**src/rtl/iter_sched_pkg.sv**
```systemverilog
// iter_sched_pkg: shared state encoding, default parameters and round-robin pick helper.
package iter_sched_pkg;
    typedef enum logic [1:0] {IDLE, RUN, RESP} state_t;
    localparam int N_REQ_DEF = 4;
    localparam int W_DEF     = 1;
    localparam int CNT_W_DEF = 4;
    localparam int MAX_REQ   = 32;
    localparam int IDX_W     = 5;
    typedef struct packed {
        logic             found;
        logic [IDX_W-1:0] idx;
    } pick_t;
    // Scanning from the far end down means the nearest valid index after ptr wins.
    function automatic pick_t rr_pick(input logic [MAX_REQ-1:0] valid, input logic [IDX_W-1:0] ptr, input int n);
        pick_t            p;
        logic [IDX_W-1:0] j;
        p = '0;
        for (int k = MAX_REQ; k >= 1; k--) begin
            j = IDX_W'((int'(ptr) + k) % n);
            if (k <= n && valid[j]) begin
                p.found = 1'b1;
                p.idx   = j;
            end
        end
        return p;
    endfunction
endpackage

```
**src/rtl/iter_not_scheduler_not_stage.sv**
```systemverilog
// not_stage: the shared combinational bitwise-NOT datapath.
module not_stage #(
    parameter int W = 1
) (
    input  logic [W-1:0] in_i,
    output logic [W-1:0] out_o
);
    assign out_o = ~in_i;
endmodule

```
**src/rtl/iter_not_scheduler.sv**
```systemverilog
// iter_not_scheduler: round-robin sequencer sharing one NOT stage among N_REQ requesters.
// ITER_SCHED_BACK_TO_BACK_EN lets a new request be accepted on the response-handshake edge.
module iter_not_scheduler
    import iter_sched_pkg::*;
#(
    parameter int N_REQ = N_REQ_DEF,
    parameter int W     = W_DEF,
    parameter int CNT_W = CNT_W_DEF,
    parameter int ID_W  = $clog2(N_REQ)
) (
    input  logic                   clk,
    input  logic                   rst,
    input  logic [N_REQ-1:0]       req_valid,
    output logic [N_REQ-1:0]       req_ready,
    input  logic [N_REQ*W-1:0]     req_data,
    input  logic [N_REQ*CNT_W-1:0] req_iter,
    output logic                   rsp_valid,
    input  logic                   rsp_ready,
    output logic [W-1:0]           rsp_data,
    output logic [ID_W-1:0]        rsp_id,
    output logic                   busy
);
    state_t            state_q, state_d;
    logic [W-1:0]      acc_q, acc_d, acc_not;
    logic [CNT_W-1:0]  cnt_q, cnt_d;
    logic [ID_W-1:0]   id_q, id_d, ptr_q, ptr_d, g;
    logic [W-1:0]      data_a [N_REQ];
    logic [CNT_W-1:0]  iter_a [N_REQ];
    pick_t             pick;
    logic              arb_en, grant;

    for (genvar i = 0; i < N_REQ; i++) begin : g_unpack
        assign data_a[i] = req_data[i*W +: W];
        assign iter_a[i] = req_iter[i*CNT_W +: CNT_W];
    end

    not_stage #(.W(W)) u_not (.in_i(acc_q), .out_o(acc_not));

    assign pick = rr_pick(MAX_REQ'(req_valid), IDX_W'(ptr_q), N_REQ);
    assign g    = ID_W'(pick.idx);
`ifdef ITER_SCHED_BACK_TO_BACK_EN
    assign arb_en = rst && (state_q == IDLE || (state_q == RESP && rsp_ready));
`else
    assign arb_en = rst && state_q == IDLE;
`endif
    assign grant     = arb_en && pick.found;
    assign req_ready = grant ? N_REQ'(1) << g : '0;
    assign rsp_valid = state_q == RESP;
    assign rsp_data  = rsp_valid ? acc_q : '0;
    assign rsp_id    = rsp_valid ? id_q : '0;
    assign busy      = state_q != IDLE;

    always_comb begin
        state_d = state_q;
        acc_d   = acc_q;
        cnt_d   = cnt_q;
        id_d    = id_q;
        ptr_d   = ptr_q;
        if (grant) begin
            acc_d   = data_a[g];
            cnt_d   = iter_a[g];
            id_d    = g;
            ptr_d   = g;
            state_d = iter_a[g] != '0 ? RUN : RESP;
        end else if (state_q == RUN) begin
            acc_d   = acc_not;
            cnt_d   = cnt_q - CNT_W'(1);
            state_d = cnt_q == CNT_W'(1) ? RESP : RUN;
        end else if (state_q == RESP && rsp_ready) begin
            state_d = IDLE;
        end
    end

    always_ff @(posedge clk or negedge rst) begin
        if (!rst) begin
            state_q <= IDLE;
            acc_q   <= '0;
            cnt_q   <= '0;
            id_q    <= '0;
            ptr_q   <= ID_W'(N_REQ - 1);
        end else begin
            state_q <= state_d;
            acc_q   <= acc_d;
            cnt_q   <= cnt_d;
            id_q    <= id_d;
            ptr_q   <= ptr_d;
        end
    end
endmodule
```
**config.mk**
```make
export PLATFORM = sky130hd
export DESIGN_NAME = iter_not_scheduler
export DESIGN_NICKNAME = d
export VERILOG_FILES = /design/src/rtl/iter_sched_pkg.sv /design/src/rtl/iter_not_scheduler_not_stage.sv /design/src/rtl/iter_not_scheduler.sv
export SDC_FILE = /design/constraint.sdc
export NUM_CORES = 1
export LEC_CHECK = 0
export ABC_AREA = 1
export BUFFER_PORTS_ARGS = -buffer_cell sky130_fd_sc_hd__buf_2
export CORE_ASPECT_RATIO = 0.9
export CORE_MARGIN = 1.5
export CORE_UTILIZATION = 50
export CTS_BUF_LIST = sky130_fd_sc_hd__clkbuf_4 sky130_fd_sc_hd__clkbuf_8
export CTS_CLUSTER_DIAMETER = 40
export CTS_CLUSTER_SIZE = 25
export DETAILED_ROUTE_END_ITERATION = 10
export GPL_ROUTABILITY_DRIVEN = 1
export PLACE_DENSITY_LB_ADDON = 0.05
export RECOVER_POWER = 25
export SLEW_MARGIN = 20
export SYNTH_ARGS = -nofsm -noshare
export SYNTH_HDL_FRONTEND = slang
export SYNTH_SLANG_ARGS = --single-unit
```
**constraint.sdc**
```tcl
create_clock -name clk -period 5.95 [get_ports clk]
set_input_delay 0.2975 -clock clk [delete_from_list [all_inputs] [get_ports clk]]
set_output_delay 0.2975 -clock clk [all_outputs]
set_load 0.02 [all_outputs]
```
* Word level (Yosys, flattened, before mapping)
Cells that the tools add are included.
** Cells by class
- Add/subtract/negate cells :: 5
- $lt $le $gt $ge :: 5
- Equality and inequality tests :: 3
- Shift-type cells :: 1
- Muxes and demuxes :: 30
- Bitwise gates (word level) :: 6
- Reduce and logical (&&, ||, !) cells :: 12
** Operators with widths (number)
- 5-bit by 6-bit less-than comparator with 1-bit output (second input constant) :: 4
- 6-bit 2-to-1 mux :: 4
- 4-bit 2-to-1 mux :: 5
- 1-bit binary-select mux with 3-bit select :: 4
- 2-bit 2-to-1 mux :: 6
- 1-bit 2-to-1 mux :: 9
- 4-bit binary-select mux with 2-bit select :: 1
- 2-bit OR reduction :: 4
- 2-bit by 1-bit adder with 2-bit output (second input constant) :: 2
- 2-bit adder (second input constant) :: 2
- 1-bit bitwise AND (first input constant) :: 4
- 4-bit by 1-bit == test with 1-bit output (second input constant) :: 1
- 2-bit nonzero test :: 2
- 4-bit nonzero test :: 1
- 1-bit by 2-bit left shift with 4-bit output (first input constant) :: 1
- 4-bit by 1-bit subtractor with 4-bit output (second input constant) :: 1
- 3-bit >= comparator (second input constant) :: 1
- 1-bit logical AND :: 3
- 2-bit inverter with 3-bit output :: 1
- 3-bit nonzero test :: 1
- 1-bit binary-select mux with 2-bit select :: 1
- 2-bit by 1-bit == test with 1-bit output (second input constant) :: 1
- 2-bit == test (second input constant) :: 1
- 2-bit zero test :: 1
- 1-bit inverter :: 1
** Storage, ports and cells
- Register bits after elaboration :: 11
- Input bits :: 27

* Logic depth before layout (Yosys ltp)
- Depth after elaboration :: 16
- Depth in mapped cells :: 18
- Mapped depth without buffers :: 16

* Cells and area by module
A second synthesis with hierarchy kept.
** Second synthesis, totals
- Cells, all modules :: 171
- Area, all modules :: 1047.3 µm²
** Modules (own cells, without submodules)
- iter_not_scheduler :: instances 1, cells each 170, area each 1043.5 µm²
- not_stage :: instances 1, cells each 1, area each 3.8 µm²

* Worst setup path before layout
Ideal clock, no wire load.
- Kind :: register to output
- Start :: register ptr_q[0]
- End :: output port req_ready[0]
- Data arrival time :: 1.826 ns
- Data required time :: 5.653 ns
- Path slack :: 3.827 ns
- Cell stages (with the launch flop) :: 14
- Cells stage by stage :: dfstp_2 > buf_6 > inv_8 > nand2_2 > nand2_2 > nand2_2 > nand2_2 > nor2_1 > nand2_1 > nand2_2 > inv_2 > nor2_1 > inv_1 > nor2_1
** Between the ends
- Longest elaborated chain between the ends :: 11
** RTL lines
- start: declaration :: RTL line iter_not_scheduler.sv:26 : logic [ID_W-1:0] id_q, id_d, ptr_q, ptr_d, g;
- start signal: assignment :: RTL line iter_not_scheduler.sv:80 : ptr_q <= ID_W'(N_REQ - 1);
- start signal: assignment :: RTL line iter_not_scheduler.sv:86 : ptr_q <= ptr_d;
- 2-bit by 1-bit adder with 2-bit output :: RTL line iter_sched_pkg.sv:19 : j = IDX_W'((int'(ptr) + k) % n);
- 2-bit OR reduction (no line)
- 1-bit bitwise AND (no line)
- 1-bit binary-select mux with 3-bit select :: RTL line iter_sched_pkg.sv:20 : if (k <= n && valid[j]) begin
- 1-bit 2-to-1 mux (not written as such) :: RTL line iter_sched_pkg.sv:20
- 6-bit 2-to-1 mux (3 in series) :: RTL line iter_sched_pkg.sv:20
- 6-bit 2-to-1 mux (*) :: RTL line iter_sched_pkg.sv:20
- 1-bit by 2-bit left shift with 4-bit output / 1-bit logical AND (equally long branches) :: RTL line iter_not_scheduler.sv:47, iter_not_scheduler.sv:46
- 4-bit 2-to-1 mux (*) :: RTL line iter_not_scheduler.sv:47 : assign req_ready = grant ? N_REQ'(1) << g : '0;
- end: declaration :: RTL line iter_not_scheduler.sv:14 : output logic [N_REQ-1:0] req_ready,
Mark *: on every way between the ends. The rest lies on a longest branch, timed or not. The select of a mux whose other input is x is not followed.

* Final worst setup path
- Start :: register ptr_q[0]
- End :: output port req_ready[1]
The elaborated chain is that of the path after synthesis.

==> impl_metrics.env <==
export IMPL_status="complete, no violations"
export IMPL_nets=244
export IMPL_clk_path_buf_depth=2
export IMPL_drt_pass1_iterations=4
export IMPL_setup_tns_ps=0
export IMPL_clock_latency_ps=270
export IMPL_hold_path_class="primary input to register"
export IMPL_start_util_pct=53.1
export IMPL_drt_wl_total_um=2400
export IMPL_gp_congestion=0.813
export IMPL_antenna_found_initial=0
export IMPL_synthMostInstantiatedCell="nand2_1"
export IMPL_post_route_min_period_ps=2560
export IMPL_crit_path_max_fanout=8
export IMPL_wl_met1_um=1160
export IMPL_fill_cells=209
export IMPL_clock_sinks=11
export IMPL_vias=1174
export IMPL_critPathKind="register to output pin"
export IMPL_seqCellArea_sq_um=278
export IMPL_finalCritPeriodShare_pct=43.0
export IMPL_antenna_cells=0
export IMPL_routed_wl_met3_um=142
export IMPL_power_share_clock_pct=32.4
export IMPL_startpoint_type="register"
export IMPL_ant_nets=0
export IMPL_power_density_nw_per_um2=126
export IMPL_drcViolationCount=0
export IMPL_swShare_pct=29.1
export IMPL_cts_tree="done"
export IMPL_synthesis_instances=177
export IMPL_ys_ff_latch=11
export IMPL_worstPathRequired_ps=5650
export IMPL_io_buffers=35
export IMPL_grt_pass1_wl_um=4110
export IMPL_hold_depth=4
export IMPL_wire_per_inst_um=9.97
export IMPL_area_growth_pct=17.3
export IMPL_die_height_um=48.9
export IMPL_syn_area_per_cell_sq_um=6.60
export IMPL_grt_max_degree=15
export IMPL_overflow=0
export IMPL_highest_layer="met4"
export IMPL_setup_viol=0
export IMPL_drv_slew=0
export IMPL_first_global_vias=1067
export IMPL_pwr_share_seq_pct=43.1
export IMPL_slowest_stage="dfstp_2"
export IMPL_multi_input_area_sq_um=688
export IMPL_h_tree_depth=1
export IMPL_hpwl_um=1960
export IMPL_drive_above_1_share_pct=36.4
export IMPL_met2_length_um=1070
export IMPL_cp_end_kind="output pin"
export IMPL_dieWidth_um=54.0
export IMPL_leakagePower_uw=0.000838
export IMPL_ys_async_sr_fraction_pct=100
export IMPL_fmax_ghz=0.391
export IMPL_cts_buffers=3
export IMPL_viasPerCell=4.87
export IMPL_synth_area_sq_um=1170
export IMPL_synth_top_area_cell="dfrtp_1"
export IMPL_slew_headroom_pct=55.0
export IMPL_synth_top_cell_area_share_pct=19.3
export IMPL_slowest_delay_ps=660
export IMPL_finClkSkew_ps=5.52
export IMPL_yosysSeqAreaShare_pct=23.8
export IMPL_p_switching_uw=50.5
export IMPL_cts_setup_buffers=0
export IMPL_clock_root_buffer="clkbuf_4"
export IMPL_r2r_cells=15
export IMPL_ys_warn_count=0
export IMPL_worst_slew_pin_slew_ps=675
export IMPL_die_area_sq_um=2640
export IMPL_rsz0062_at_grt="false"
export IMPL_combPwrFrac_pct=24.5
export IMPL_layoutNonFillerInstCount=241
export IMPL_path_cells="inv_8 > nand2_2 > nand2_2 > nand2_1 > nand2_2 > nor2_1 > nand2_1 > nand2_2 > inv_2 > nor2_1 > inv_1 > nor2_1 > buf_2"
export IMPL_clk_pin_slew_ps=60
export IMPL_ioPinCount=36
export IMPL_track_usage_pct=20.8
export IMPL_ys_types=29
export IMPL_synthFlopType="dfrtp_1"
export IMPL_dp_cells=236
export IMPL_synth_cells_most_frequent="nand2_1, inv_1, nand3_1"
export IMPL_syn_nets=206
export IMPL_core_sq_um=2200
export IMPL_crit_arrival_ps=2260
export IMPL_drt_initial_drc_count=44
export IMPL_irDropWorstVdd_mv=0.124
export IMPL_rows=16
export IMPL_synth_edf_count=0
export IMPL_hold_violations=0
export IMPL_cpMostUsedCell="nand2_2"
export IMPL_synth_area_leaders="dfrtp_1, nand2_1, inv_1"
export IMPL_drv_cap=0
export IMPL_p_int_uw=123
==> sequential cells by signal, indices dropped and copies added, names as in the netlist <==
signal   count
cnt_q        4
ptr_q        2
state_q      2
id_q         2
acc_q        1
==> critical path, delay by kind of cell (launching register included) <==
family / cells / cell delay, ps
AND/OR/NAND/NOR: 9 / 900
buffers and inverters: 4 / 410
flip-flops: 1 / 660
==> metal layers <==
metal / up-vias / track usage, %
li1: 622 / -
met2: 39 / 33.7
met3: 4 / 6.44
met1: 509 / 26.4
met4: 0 / 5.13
met5: - / 0
==> what timing repair did <==
item                      CTS  global route
hold endpoints to repair    9             0
hold buffers                1             0
resized for setup           0             0
==> layout make-up <==
cell class	instances	share of cell area (%)
Clock buffer	4	2.19
Inverter	40	11.5
Multi-Input combinational cell	123	50.2
Sequential cell	11	20.3
Tap cell	27	2.46
Timing Repair Buffer	36	13.4
==> logic make-up (layout without fill, tap and decap cells) <==
group | Yosys count | after routing | share of synthesized area, %
adders and majority gates | 2 | 2 | 2.14
buffers and inverters | 43 | 80 | 17.3
DFF | 11 | 11 | 23.8
and+or+nand+nor | 104 | 104 | 47.1
AOI/OAI and AO/OA | 15 | 15 | 8.14
xor gates and xnor gates | 2 | 2 | 1.50
==> path summary, 6_finish.rpt <==
kind / slack (ps) / startpoint / to
max in group asynchronous: 4950 / rst / state_q[1]
max reg2reg: 3830 / ptr_q[0] / state_q[0]
min reg2reg: 520 / id_q[1] / id_q[1]
max: 3390 / ptr_q[0] / req_ready[1]
min: 310 / rsp_ready / state_q[1]
min in group asynchronous: 560 / rst / cnt_q[2]
==> cells in the final DEF (no fill, tap or decap), drive strengths merged <==
cell | netlist | routed
inv | 40 | 40
nand4 | 3 | 3
o221ai | 2 | 2
a21boi | 1 | 1
dfrtp | 9 | 9
ha | 2 | 2
xnor2 | 1 | 1
nor2 | 15 | 15
o21ai | 6 | 6
a21oi | 5 | 5
nand2 | 59 | 59
a22oi | 1 | 1
dlygate4sd3 | 0 | 1
clkbuf | 1 | 5
nand3b | 2 | 2
buf | 2 | 34
xor2 | 1 | 1
nand3 | 25 | 25
dfstp | 2 | 2
==> through the flow <==
step	hold slack (ps)	area, sq um	setup WS (ps)	total power (uW)	util [%]
floorplan	1.91	1170	3830	106	-
global placement	192	1330	3730	118	60.5
detailed placement	196	1330	3700	119	60.5
CTS	318	1370	3390	175	62.3
global route	330	1370	3120	184	62.3
finish	309	1370	3390	173	62.3
==> power by group through the flow <==
stage / Clock, uW / Combinational [uW] / Sequential (uW)
3_3_place_gp: 0 / 41.9 / 76.2
5_1_grt: 61.2 / 48.2 / 74.8
4_1_cts: 56.8 / 43.1 / 74.8
3_5_place_dp: 0 / 42.4 / 76.2
2_1_floorplan: 0 / 30.1 / 76.2
6_report: 56.2 / 42.5 / 74.8
Note: power is estimated with default switching activity, not from simulation.
